--- config.mk ---
export PLATFORM = sky130hd
export DESIGN_NAME = count_pair_monitor_flat
export DESIGN_NICKNAME = d
export VERILOG_FILES = /design/src/rtl/count_pair_pkg.sv /design/src/rtl/count_pair_monitor_if.sv /design/src/rtl/count_pair_predict.sv /design/src/rtl/count_pair_monitor.sv /design/src/flat_wrapper.sv
export SDC_FILE = /design/constraint.sdc
export NUM_CORES = 1
export LEC_CHECK = 0
export CAP_MARGIN = 20
export CORE_UTILIZATION = 45
export DETAILED_ROUTE_END_ITERATION = 8
export PLACE_DENSITY = 0.72
export SYNTH_ARGS = -nofsm -noshare
export SYNTH_HDL_FRONTEND = slang
export SYNTH_SLANG_ARGS = --single-unit
--- constraint.sdc ---
create_clock -name clock -period 2.5 [get_ports clock]
set_clock_uncertainty 0.15 [all_clocks]
set_input_delay 0.375 -clock clock [delete_from_list [all_inputs] [get_ports clock]]
set_output_delay 0.375 -clock clock [all_outputs]
set_load 0.02 [all_outputs]
--- src/rtl/count_pair_pkg.sv ---
// rtl/count_pair_pkg.sv - shared types and constants for the count pair monitor
package count_pair_pkg;

    localparam int CNT_W = 4;

    typedef logic [CNT_W-1:0] cnt_t;

    typedef enum logic [1:0] {
        ST_UNLOCKED = 2'd0,
        ST_LOCKED   = 2'd1,
        ST_FAULT    = 2'd2
    } state_t;

    // The up/down pair keeps this sum constant under every legal transition
    function automatic cnt_t pair_sum(input cnt_t a, input cnt_t b);
        return a + b;
    endfunction

endpackage

--- src/rtl/count_pair_monitor_if.sv ---
// rtl/count_pair_monitor_if.sv - observed counter pair and monitor status bundle
interface count_pair_monitor_if #(
    parameter int ERR_W = 8
);
    import count_pair_pkg::*;

    logic             enable;
    logic             swap;
    cnt_t             upcount;
    cnt_t             downcount;
    logic             resync;
    logic             locked;
    logic             mismatch;
    logic             fault;
    logic [ERR_W-1:0] err_count;
    cnt_t             sum_ref;

    modport master (
        output enable, swap, upcount, downcount, resync,
        input  locked, mismatch, fault, err_count, sum_ref
    );

    modport slave (
        input  enable, swap, upcount, downcount, resync,
        output locked, mismatch, fault, err_count, sum_ref
    );

endinterface

--- src/rtl/count_pair_predict.sv ---
// rtl/count_pair_predict.sv - next up/down pair predicted from the previous sample
module count_pair_predict
    import count_pair_pkg::*;
(
    input  logic i_enable,
    input  logic i_swap,
    input  cnt_t i_up,
    input  cnt_t i_down,
    output cnt_t o_up,
    output cnt_t o_down
);

    always_comb begin
        o_up   = i_up;
        o_down = i_down;
        if (i_enable) begin
            if (i_swap) begin
                o_up   = i_down;
                o_down = i_up;
            end else begin
                o_up   = i_up + CNT_W'(1);
                o_down = i_down - CNT_W'(1);
            end
        end
    end

endmodule

--- src/rtl/count_pair_monitor.sv ---
// rtl/count_pair_monitor.sv - lock/check/fault monitor for an up/down counter pair
module count_pair_monitor
    import count_pair_pkg::*;
#(
    parameter int FAULT_LIMIT = 3,
    parameter int ERR_W       = 8
) (
    input logic                clock,
    input logic                reset_n,
    count_pair_monitor_if.slave bus
);

    localparam int FC_W = (FAULT_LIMIT < 2) ? 1 : $clog2(FAULT_LIMIT + 1);
    localparam logic [FC_W-1:0] FC_LIMIT = FC_W'(FAULT_LIMIT);

    state_t           r_state, w_state_nxt;
    logic             r_prev_en, r_prev_swap;
    cnt_t             r_prev_up, r_prev_down;
    cnt_t             r_sum_ref, w_sum_ref_nxt;
    logic [FC_W-1:0]  r_fail_cnt, w_fail_cnt_nxt, w_fail_inc;
    logic [ERR_W-1:0] r_err_cnt, w_err_cnt_nxt;
    logic             r_mismatch, w_mismatch_nxt;
    cnt_t             w_exp_up, w_exp_down, w_cur_sum;
    logic             w_fail;

    count_pair_predict u_predict (
        .i_enable (r_prev_en),
        .i_swap   (r_prev_swap),
        .i_up     (r_prev_up),
        .i_down   (r_prev_down),
        .o_up     (w_exp_up),
        .o_down   (w_exp_down)
    );

    assign w_cur_sum  = pair_sum(bus.upcount, bus.downcount);
    assign w_fail     = (bus.upcount != w_exp_up) || (bus.downcount != w_exp_down) ||
                        (w_cur_sum != r_sum_ref);
    assign w_fail_inc = r_fail_cnt + FC_W'(1);

    always_ff @(posedge clock or negedge reset_n) begin
        if (!reset_n) begin
            r_state     <= ST_UNLOCKED;
            r_prev_en   <= 1'b0;
            r_prev_swap <= 1'b0;
            r_prev_up   <= '0;
            r_prev_down <= '0;
            r_sum_ref   <= '0;
            r_fail_cnt  <= '0;
            r_err_cnt   <= '0;
            r_mismatch  <= 1'b0;
        end else begin
            r_state     <= w_state_nxt;
            r_prev_en   <= bus.enable;
            r_prev_swap <= bus.swap;
            r_prev_up   <= bus.upcount;
            r_prev_down <= bus.downcount;
            r_sum_ref   <= w_sum_ref_nxt;
            r_fail_cnt  <= w_fail_cnt_nxt;
            r_err_cnt   <= w_err_cnt_nxt;
            r_mismatch  <= w_mismatch_nxt;
        end
    end

    // resync outranks any check on the same edge and never touches err_count
    always_comb begin
        w_state_nxt    = r_state;
        w_sum_ref_nxt  = r_sum_ref;
        w_fail_cnt_nxt = r_fail_cnt;
        w_err_cnt_nxt  = r_err_cnt;
        w_mismatch_nxt = 1'b0;
        if (bus.resync) begin
            w_state_nxt    = ST_UNLOCKED;
            w_fail_cnt_nxt = '0;
        end else begin
            case (r_state)
                ST_UNLOCKED: begin
                    w_state_nxt   = ST_LOCKED;
                    w_sum_ref_nxt = w_cur_sum;
                end
                ST_LOCKED: begin
                    if (w_fail) begin
                        w_mismatch_nxt = 1'b1;
                        w_fail_cnt_nxt = w_fail_inc;
                        if (r_err_cnt != {ERR_W{1'b1}}) begin
                            w_err_cnt_nxt = r_err_cnt + ERR_W'(1);
                        end
                        if (w_fail_inc == FC_LIMIT) begin
                            w_state_nxt = ST_FAULT;
                        end
                    end else begin
                        w_fail_cnt_nxt = '0;
                    end
                end
                default: w_state_nxt = r_state;
            endcase
        end
    end

    assign bus.locked    = (r_state == ST_LOCKED);
    assign bus.fault     = (r_state == ST_FAULT);
    assign bus.mismatch  = r_mismatch;
    assign bus.err_count = r_err_cnt;
    assign bus.sum_ref   = r_sum_ref;

endmodule

--- src/flat_wrapper.sv ---
// flat-port wrapper written by rule: the top's interface ports become plain ports
module count_pair_monitor_flat import count_pair_pkg::*;
#(
    parameter int FAULT_LIMIT = 3,
    parameter int ERR_W       = 8
)
  (clock, reset_n, bus_enable, bus_swap, bus_upcount, bus_downcount, bus_resync, bus_locked, bus_mismatch, bus_fault, bus_err_count, bus_sum_ref);
  count_pair_monitor_if #(.ERR_W(ERR_W)) bus_i ();
  input logic clock;
  input logic reset_n;
  input wire logic [$bits(bus_i.enable)-1:0] bus_enable;
  input wire logic [$bits(bus_i.swap)-1:0] bus_swap;
  input wire logic [$bits(bus_i.upcount)-1:0] bus_upcount;
  input wire logic [$bits(bus_i.downcount)-1:0] bus_downcount;
  input wire logic [$bits(bus_i.resync)-1:0] bus_resync;
  output wire logic [$bits(bus_i.locked)-1:0] bus_locked;
  output wire logic [$bits(bus_i.mismatch)-1:0] bus_mismatch;
  output wire logic [$bits(bus_i.fault)-1:0] bus_fault;
  output wire logic [$bits(bus_i.err_count)-1:0] bus_err_count;
  output wire logic [$bits(bus_i.sum_ref)-1:0] bus_sum_ref;
  assign bus_i.enable = bus_enable;
  assign bus_i.swap = bus_swap;
  assign bus_i.upcount = bus_upcount;
  assign bus_i.downcount = bus_downcount;
  assign bus_i.resync = bus_resync;
  assign bus_locked = bus_i.locked;
  assign bus_mismatch = bus_i.mismatch;
  assign bus_fault = bus_i.fault;
  assign bus_err_count = bus_i.err_count;
  assign bus_sum_ref = bus_i.sum_ref;
  count_pair_monitor #(.FAULT_LIMIT(FAULT_LIMIT), .ERR_W(ERR_W)) u_core (.clock(clock), .reset_n(reset_n), .bus(bus_i));
endmodule
==> results.py, run 1 <==
metrics = {
    "drt": {
        "drt-total-wl_um": 4070,
        "route.detailed.wl_per_inst_um": 15.7,
        "vias_per_cell": 5.59,
        "ant_nets": 0,
        "drc": 0,
        "first_pass_iters": 4,
        "drt_iter0_drc": 73,
        "dr_total_vias": 1449,
    },
    "cells_and_area": {
        "insertedDiodeCount": 0,
        "seq_area_um2": 677,
        "nets": 235,
        "multi_input_area_mm2": 0.00104,
        "drive_above_1_share": 0.291,
        "syn_to_final_growth_pct": 36.3,
        "fillers": 282,
    },
    "critical_path": {
        "cp_slowest_cell": "dfrtp_1",
        "ff2ff_path_depth": 10,
        "r2r_end": "u_core.bus.err_count[3]",
        "cp-end-kind": "flip-flop",
        "cp-endpoint": "u_core.bus.err_count[3]",
        "cp_cell_sequence": "inv_1, ha_2, nor2b_2, or3_1, a31oi_4, nor4_2, nand4_1, buf_4, nand4_1, xnor2_1",
        "worstPathArrival_ns": 2.54,
        "critPathRequiredTime_ns": 2.57,
        "cpMostUsedCell": "nand4_1",
        "crit_path_start_kind": "flip-flop",
        "worst-path-max-fanout": 5,
        "regToRegStartpoint": "u_core.r_prev_down[0]",
        "path_class": "flip-flop to flip-flop",
        "slowest_delay_ns": 0.40,
        "critical_path.startpoint": "u_core.r_prev_down[0]",
        "regToRegSetupSlack_ns": 0.03,
    },
    "run_status": {
        "run_status": "finished, final reports clean",
    },
    "timing": {
        "tightest_slew_ns": 0.386,
        "final_hold_viol_count": 0,
        "setup_viol": 0,
        "post-route-min-period_ns": 2.47,
        "maxSlewViolCount": 0,
        "fmax_mhz": 405,
        "fin_crit_sh": 0.987,
        "setup_ws_ns": 0.0314,
        "rsz0062_at_grt": "yes",
        "slew-limit-headroom": 0.742,
    },
    "yosys": {
        "synth_compound_gate_area_share": 0.154,
        "synthFlopType": "dfrtp_1",
        "ys_ff_latch": 27,
        "syn_inst": 164,
        "async_flop_share": 1.00,
        "syn_area_mm2": 0.00165,
        "synth_xor_xnor_area_share": 0.0827,
        "ys_types": 48,
        "syn-num-nets": 185,
        "synth-edff-count": 0,
        "ys_seq_area_frac": 0.410,
        "yosys_warnings": 0,
        "syn-mean-instance-area_um2": 10.1,
        "yosys.area_share.simple": 0.211,
        "synthAdderAreaFrac": 0.0653,
        "synthMuxAreaShare": 0.0455,
        "synth_top_family_by_area": "simple AND/OR/NAND/NOR gates",
    },
    "clocking": {
        "cts_buffers": 3,
        "clock-sinks": 27,
        "htreeDepth": 1,
        "worstSkewPairLatency_ns": 0.32,
        "clock-root-buffer": "clkbuf_4",
        "clkTransAtPathRegs_ns": 0.14,
        "hold_buffers": 0,
        "cts_buffer_depth": 2,
        "cts_tree": "built",
    },
    "floorplanning": {
        "die_h_um": 62.5,
        "io_pins": 28,
        "core-area_mm2": 0.00342,
        "die_area_mm2": 0.00391,
        "rows": 21,
        "start_util": 0.483,
        "dieWidth_um": 62.5,
    },
    "global_route": {
        "grt_max_degree": 28,
        "grt_antenna_before_repair": 0,
        "grt_pass1_wl_um": 6990,
        "grt_usage": 0.224,
        "grt_overflow_total": 0,
        "grt_pass1_vias": 1513,
    },
    "place": {
        "gp_congestion": 0.761,
        "pre_cts_slack_ns": -0.655,
        "dp_hpwl_um": 2950,
        "io_buffers": 27,
    },
    "power_and_ir_drop": {
        "p_per_area_mw_per_mm2": 625,
        "p_leak_nw": 0.942,
        "fin_total_pwr_mw": 1.41,
        "ir_worst_vdd_mv": 0.388,
    },
    "run": {
        "maxCapViolations": 0,
    },
    "min_path": {
        "hp-class": "input pin to flip-flop",
        "holdPathStages": 2,
    },
}
Yosys cell counts (2+ instances only):
cell,count,area share
dfrtp_1,27,0.41
nor2_1,14,0.032
a21oi_1,13,0.039
xnor2_1,9,0.048
ha_1,7,0.053
nor3_1,7,0.021
nand3_1,6,0.018
nor2b_1,6,0.023
inv_1,5,0.011
nand2_1,5,0.011
nand2b_1,4,0.015
nand4_1,4,0.015
o21ai_0,4,0.012
xor2_1,4,0.021
a31oi_1,3,0.011
buf_2,3,0.0091
mux2_2,3,0.020
mux2i_1,3,0.018
nor3b_1,3,0.014
o22ai_1,3,0.011
a41oi_2,2,0.020
and3_1,2,0.0076
or3_1,2,0.0076
state kept, by name, indices dropped and copies added, names as in the netlist:
register,cells
u_core.r_state,2
u_core.r_prev_down,4
u_core.bus.err_count,8
u_core.r_prev_en,1
u_core.r_prev_up,4
u_core.bus.mismatch,1
u_core.r_prev_swap,1
u_core.r_fail_cnt,2
u_core.bus.sum_ref,4
where the power goes:
| part | switching (mW) | internal, mW |
|---|---|---|
| clock | 0.129 | 0.0624 |
| combinational | 0.279 | 0.319 |
| sequential | 0.103 | 0.513 |
how the worst min path moves through the flow:
stage,start,end,slack [ns]
finish,bus_downcount[0],u_core.r_prev_down[0],0.20
global route,bus_upcount[0],u_core.r_prev_up[0],0.18
CTS,bus_upcount[0],u_core.r_prev_up[0],0.18
detailed placement,u_core.bus.err_count[3],u_core.bus.err_count[3],0.37
global placement,u_core.bus.err_count[3],u_core.bus.err_count[3],0.36
floorplan,reset_n,u_core.bus.err_count[0],-0.07
layout by cell type (no fill, tap or decap), drive strengths merged, types with 3 or more instances in the layout:
cell | Yosys | routed
xnor2 | 9 | 9
nand2b | 4 | 4
mux2i | 3 | 3
dfrtp | 27 | 27
nor3b | 3 | 3
xor2 | 4 | 4
nor2b | 6 | 6
buf | 4 | 25
nand2 | 5 | 5
mux2 | 4 | 4
a31oi | 3 | 3
a21oi | 13 | 13
clkbuf | 1 | 6
a41oi | 3 | 3
nor2 | 14 | 14
nor3 | 7 | 7
ha | 7 | 7
nand4 | 4 | 4
nand3 | 6 | 6
inv | 6 | 6
o21ai | 5 | 5
clkdlybuf4s50 | 0 | 21
o22ai | 3 | 3
cell families (layout without fill, tap and decap cells):
family / Yosys count / in the layout
adder cells (fa/ha/maj): 8 / 8
buffers and inverters: 11 / 60
multiplexers: 7 / 7
AND/OR/NAND/NOR: 61 / 61
XOR/XNOR: 14 / 14
AO/OA/AOI/OAI: 36 / 36
flip-flops: 27 / 27
routing by layer:
metal  part of all wire  up-vias  GRT usage  wire length (µm)
met5                  0        -          0                 0
met4             0.0056        0     0.0552                23
met3              0.022        2     0.0255                89
met2               0.51       20      0.391              2080
met1               0.46      732      0.293              1880
li1                   -      695          -                 -
worst max-delay path, delay by kind of cell, from the launching register on:
family                     cells  cell delay (ns)
xor gates and xnor gates       1             0.15
buffers and inverters          2             0.29
adders and majority gates      1             0.27
AOI/OAI and AO/OA              1             0.22
and+or+nand+nor                5             0.90
DFF                            1             0.40
through the flow:
stage	cells	hold WS (ns)	area, µm²	utilization	setup TNS (ns)
after global routing	259	0.179	2250	0.658	-0.313
after detailed placement	250	0.367	2110	0.617	-7.84
after global placement	250	0.356	2110	0.617	-6.96
after CTS	256	0.179	2170	0.637	-0.615
final	259	0.204	2250	0.658	0
after floorplan	164	-0.0706	1680	-	-0.0579
cell type report:
cell class	count	share of cell area
sequential	27	0.301
inverter	6	0.0100
timing repair buffer	50	0.189
clock buffer	4	0.0117
tap	46	0.0256
multi-input combinational	126	0.463
repair_timing:
| item | in CTS | in global routing |
|---|---|---|
| buffers inserted | 1 | 3 |
| setup endpoints to repair | 13 | 13 |
| pin swaps | 11 | 8 |
| cloned | 1 | 0 |
| gates resized for setup | 23 | 14 |
Note: power is estimated with default switching activity, not from simulation.
==> run 2: changes to the inputs <==
CORE_MARGIN = 3   (was default)
==> run 2 against run 1 <==
The run now ends with setup timing left. Register-to-register slack got worse by 0.06 ns. Core utilization decreased by 0.61 points. Critical endpoint is now u_core.r_fail_cnt[0]. Largest power group unchanged. First-iteration DRC count increased by 29%. Global-route usage decreased by 2.6 points. Hold slack improved by 0.043 ns. Highest routed layer unchanged. Wire length decreased by 1.2%. Sequential power about the same. Clock power increased by 29%. Largest cell class unchanged. Cell count unchanged.
==> results.py, run 2 (synthesis gave the netlist of run 1 again) <==
metrics = {
    "timing": {
        "hold_ws_ns": 0.247,
        "slew-limit-headroom": 0.711,
        "final_hold_viol_count": 0,
        "fmax_mhz": 396,
        "tightest_slew_ns": 0.433,
        "rsz0062_at_grt": "yes",
        "maxSlewViolCount": 0,
        "fin_crit_sh": 1.01,
        "post-route-min-period_ns": 2.53,
        "setup_viol": 4,
        "setup_ws_ns": -0.0280,
    },
    "power_and_ir_drop": {
        "fin_total_pwr_mw": 1.45,
        "ir_worst_vdd_mv": 0.313,
        "p_per_area_mw_per_mm2": 647,
        "p_leak_nw": 0.953,
    },
    "drt": {
        "ant_nets": 0,
        "drc": 0,
        "wl_met1_um": 1760,
        "wl_met3_um": 121,
        "vias_per_cell": 5.50,
        "dr.max_layer_used": "met4",
        "route.detailed.wl_per_inst_um": 15.5,
        "first_pass_iters": 4,
        "routed-wl-met2_um": 2110,
        "drt-total-wl_um": 4030,
        "dr_total_vias": 1425,
        "drt_iter0_drc": 94,
    },
    "run_status": {
        "run_status": "complete, but fails checks",
        "violations": "setup timing",
    },
    "min_path": {
        "hold_end": "u_core.r_prev_up[0]",
        "hp-class": "input pin to flip-flop",
        "min_from": "bus_upcount[0]",
        "holdPathStages": 2,
    },
    "clocking": {
        "worstSkewPairLatency_ns": 0.27,
        "hold_buffers": 0,
        "cts_tree": "built",
        "clkTransAtPathRegs_ns": 0.09,
        "clock-sinks": 27,
        "htreeDepth": 1,
        "cts_buffer_depth": 2,
        "clock-root-buffer": "clkbuf_8",
        "cts_buffers": 3,
    },
    "cells_and_area": {
        "fillers": 280,
        "final_cells": 259,
        "drive_above_1_share": 0.258,
        "nets": 235,
        "syn_to_final_growth_pct": 36.1,
        "final_common_cell": "dfrtp_1",
        "layout_common_cells": "dfrtp_1 (27), buf_4 (22), clkdlybuf4s50_1 (21)",
        "fin_area_mm2": 0.00224,
        "largest_reg_flops": 8,
        "insertedDiodeCount": 0,
    },
    "place": {
        "dp_hpwl_um": 3110,
        "dp_cells": 253,
        "io_buffers": 27,
        "gp_congestion": 0.844,
        "pre_cts_slack_ns": -0.708,
        "dpl_cell_area_mm2": 0.00213,
    },
    "critical_path": {
        "ff2ff_path_depth": 8,
        "regToRegSetupSlack_ns": -0.03,
        "path_class": "input pin to flip-flop",
        "worstPathArrival_ns": 2.54,
        "critPathRequiredTime_ns": 2.51,
        "regToRegStartpoint": "u_core.r_prev_up[0]",
        "cp-end-kind": "flip-flop",
        "worst-path-max-fanout": 4,
        "crit_path_start_kind": "input pin",
        "r2r_end": "u_core.r_fail_cnt[0]",
    },
    "global_route": {
        "grt_overflow_total": 0,
        "grt_max_degree": 28,
        "grt_pass1_vias": 1499,
        "grt_antenna_before_repair": 0,
        "grt_pass1_wl_um": 6790,
        "grt_usage": 0.198,
    },
    "floorplanning": {
        "start_util": 0.479,
        "core-area_mm2": 0.00344,
        "rows": 21,
        "die_h_um": 66.5,
        "io_pins": 28,
        "die_area_mm2": 0.00443,
        "dieWidth_um": 66.5,
    },
    "run": {
        "maxCapViolations": 0,
    },
}
==> run 2: worst max path at each step <==
stage | startpoint | endpoint
after floorplan | bus_downcount[0] | u_core.bus.err_count[1]
after global placement | bus_downcount[0] | u_core.bus.err_count[1]
after detailed placement | bus_downcount[0] | u_core.r_state[1]
after CTS | u_core.r_prev_up[0] | u_core.bus.err_count[1]
after global routing | u_core.r_prev_up[0] | u_core.r_fail_cnt[0]
final | bus_downcount[1] | u_core.r_fail_cnt[0]
==> run 2: layout make-up <==
type	instances	area, µm²	share of cell area
multi-input cells	126	1010	0.449
flip-flops and latches	27	676	0.301
repair buffers	50	437	0.195
well taps	46	57.6	0.0256
clock buffers	4	45.0	0.0201
inverters	6	22.5	0.0100
==> run 2: power breakdown <==
group / internal (mW) / switching, mW
Clock: 0.114 / 0.134
Sequential: 0.514 / 0.103
Combinational: 0.318 / 0.269
==> run 2: routing by layer <==
metal | GRT usage | vias to the layer above
li1 | - | 695
met1 | 0.256 | 703
met2 | 0.352 | 23
met3 | 0.0202 | 4
met4 | 0.0482 | 0
met5 | 0 | -
==> run 2: stage by stage <==
step | setup TNS (ns) | util
6_report | -0.0716 | 0.652
4_1_cts | -0.0469 | 0.644
5_1_grt | -1.04 | 0.652
3_3_place_gp | -7.44 | 0.619
2_1_floorplan | -0.0579 | -
3_5_place_dp | -8.24 | 0.619
==> run 2: critical path, stage by stage <==
cell	delay (ns)
clkdlybuf4s15_2	0.22
fa_2	0.42
xnor2_2	0.16
xnor2_1	0.13
a2111o_1	0.35
nor4_2	0.14
nand4_1	0.25
and2_4	0.23
mux2_2	0.26
==> run 2: timing repair <==
action                     CTS  global route
gates resized for setup     22             5
setup endpoints to repair   13            12
setup buffers                2             0
pin swaps                    7             3
==> run 3: changes to the inputs <==
CTS_BUF_LIST = sky130_fd_sc_hd__clkbuf_8 sky130_fd_sc_hd__clkbuf_16   (was default)
REMOVE_ABC_BUFFERS = 1   (was default)
SETUP_SLACK_MARGIN = 0.02   (was default)
==> run 3 against run 2 <==
The run now ends clean. Wire length shrank 1.5%. Die area is the same. Critical path depth is the same. Clock power grew 4%. Final area grew 0.95%. First-iteration DRC count grew 17%. Largest power group unchanged. Power grew 0.37%.
==> results.py, run 3 (synthesis gave the netlist of run 1 again) <==
metrics = {
    "critical_path": {
        "crit_buf_inv": 1,
        "ff2ff_path_depth": 9,
        "regToRegSetupSlack_ns": 0.003,
        "path_delay_family": "simple AND/OR/NAND/NOR gates",
        "cp_cell_sequence": "ha_1, mux2i_1, xnor2_1, a2111o_1, nor4_2, nand4_1, buf_4, and2_4, mux2_2",
        "r2r_end": "u_core.r_fail_cnt[0]",
        "regToRegStartpoint": "u_core.r_prev_up[0]",
        "slowest_delay_ns": 0.44,
        "crit_path_start_kind": "flip-flop",
        "worstPathArrival_ns": 2.52,
        "cp_slowest_cell": "a2111o_1",
        "critPathRequiredTime_ns": 2.53,
        "path_class": "flip-flop to flip-flop",
        "cp-end-kind": "flip-flop",
        "worst-path-max-fanout": 5,
    },
    "clocking": {
        "cts_buffers": 3,
        "cts_buffer_depth": 2,
        "clock-root-buffer": "clkbuf_8",
        "cts_tree": "built",
        "clkTransAtPathRegs_ns": 0.10,
        "worstSkewPairLatency_ns": 0.28,
        "hold_buffers": 0,
        "htreeDepth": 1,
        "clock-sinks": 27,
    },
    "place": {
        "dpl_cell_area_mm2": 0.00210,
        "pre_cts_slack_ns": -0.814,
        "dp_cells": 252,
        "gp_congestion": 0.836,
        "dp_hpwl_um": 2880,
        "io_buffers": 27,
    },
    "cells_and_area": {
        "insertedDiodeCount": 0,
        "fin_area_mm2": 0.00227,
        "nets": 238,
        "fillers": 275,
        "final_common_cell": "dfrtp_1",
        "final_util": 0.658,
        "largest_reg_flops": 8,
        "layout_common_cells": "dfrtp_1 (27), buf_4 (23), clkdlybuf4s50_1 (21)",
        "syn_to_final_growth_pct": 37.4,
        "drive_above_1_share": 0.259,
        "final_cells": 262,
    },
    "floorplanning": {
        "io_pins": 28,
        "dieWidth_um": 66.5,
        "die_h_um": 66.5,
        "start_util": 0.479,
        "core-area_mm2": 0.00344,
        "rows": 21,
        "die_area_mm2": 0.00443,
    },
    "min_path": {
        "holdPathStages": 2,
        "hp-class": "input pin to flip-flop",
        "hold_end": "u_core.r_prev_up[0]",
        "min_from": "bus_upcount[0]",
    },
    "power_and_ir_drop": {
        "p_per_area_mw_per_mm2": 643,
        "intPower_mw": 0.945,
        "p_sw_frac": 0.352,
        "clkPwrFrac": 0.178,
        "p_leak_nw": 0.966,
        "fin_total_pwr_mw": 1.46,
        "p_switching_mw": 0.513,
        "power_frac_comb": 0.406,
        "power_frac_seq": 0.417,
        "ir_worst_vdd_mv": 0.430,
    },
    "drt": {
        "dr_total_vias": 1423,
        "drt-total-wl_um": 3960,
        "drc": 0,
        "drt_iter0_drc": 110,
        "ant_nets": 0,
        "route.detailed.wl_per_inst_um": 15.1,
        "vias_per_cell": 5.43,
        "first_pass_iters": 4,
    },
    "timing": {
        "final_hold_viol_count": 0,
        "post-route-min-period_ns": 2.50,
        "rsz0062_at_grt": "yes",
        "slew-limit-headroom": 0.737,
        "setup_tns_ns": 0,
        "fin_crit_sh": 0.999,
        "setup_ws_ns": 0.00274,
        "maxSlewViolCount": 0,
        "hold_ws_ns": 0.185,
        "setup_viol": 0,
        "fmax_mhz": 400,
        "tightest_slew_ns": 0.391,
    },
    "run": {
        "maxCapViolations": 0,
    },
    "global_route": {
        "grt_overflow_total": 0,
        "grt_antenna_before_repair": 0,
        "grt_pass1_vias": 1450,
        "grt_pass1_wl_um": 6640,
        "grt_max_degree": 28,
        "grt_usage": 0.197,
    },
    "run_status": {
        "run_status": "finished, final reports clean",
    },
}
-- run 3: cell count changes in the layout (fill, tap and decap cells not counted), sizes merged --
cell      previous run  this run
buf                 25        28
clkinvlp             0         1
clkbuf               4         3
-- run 3: timing repair --
item                       4_1_cts  5_1_grt
buffers inserted                 5        0
pin swaps                       10        1
setup endpoints to repair       13       13
gates resized for setup         29        4
gates cloned                     1        0
-- run 3: power groups by stage --
stage	Combinational, mW	Sequential, mW	Clock [mW]
3_5_place_dp	0.555	0.612	0
4_1_cts	0.590	0.604	0.263
5_1_grt	0.636	0.623	0.285
2_1_floorplan	0.225	0.680	0
3_3_place_gp	0.544	0.606	0
6_report	0.591	0.608	0.259
-- run 3: worst max path at each step --
stage	cells after the start	startpoint	to	slack, ns
2_1_floorplan	8	bus_downcount[0]	u_core.bus.err_count[1]	-0.47
3_3_place_gp	10	bus_downcount[0]	u_core.bus.err_count[1]	-0.73
3_5_place_dp	10	bus_downcount[0]	u_core.bus.err_count[1]	-0.81
4_1_cts	9	u_core.r_prev_up[0]	u_core.r_fail_cnt[0]	-0.007
5_1_grt	9	u_core.r_prev_up[0]	u_core.r_fail_cnt[0]	-0.16
6_report	9	u_core.r_prev_up[0]	u_core.r_fail_cnt[0]	0.003
-- run 3: metal layers --
metal	track usage	part of all wire	vias up
met3	0.0354	0.034	2
met4	0.0431	0.0053	0
met5	0	0	-
met1	0.250	0.44	693
li1	-	-	700
met2	0.347	0.52	28
-- run 3: area by class of cell --
class	count	area [µm²]	area share
well taps	46	57.6	0.0254
multi-input cells	126	983	0.434
repair buffers	53	478	0.211
inverters	6	22.5	0.00994
flip-flops and latches	27	676	0.298
clock inverters	1	7.51	0.00331
clock buffers	3	41.3	0.0182
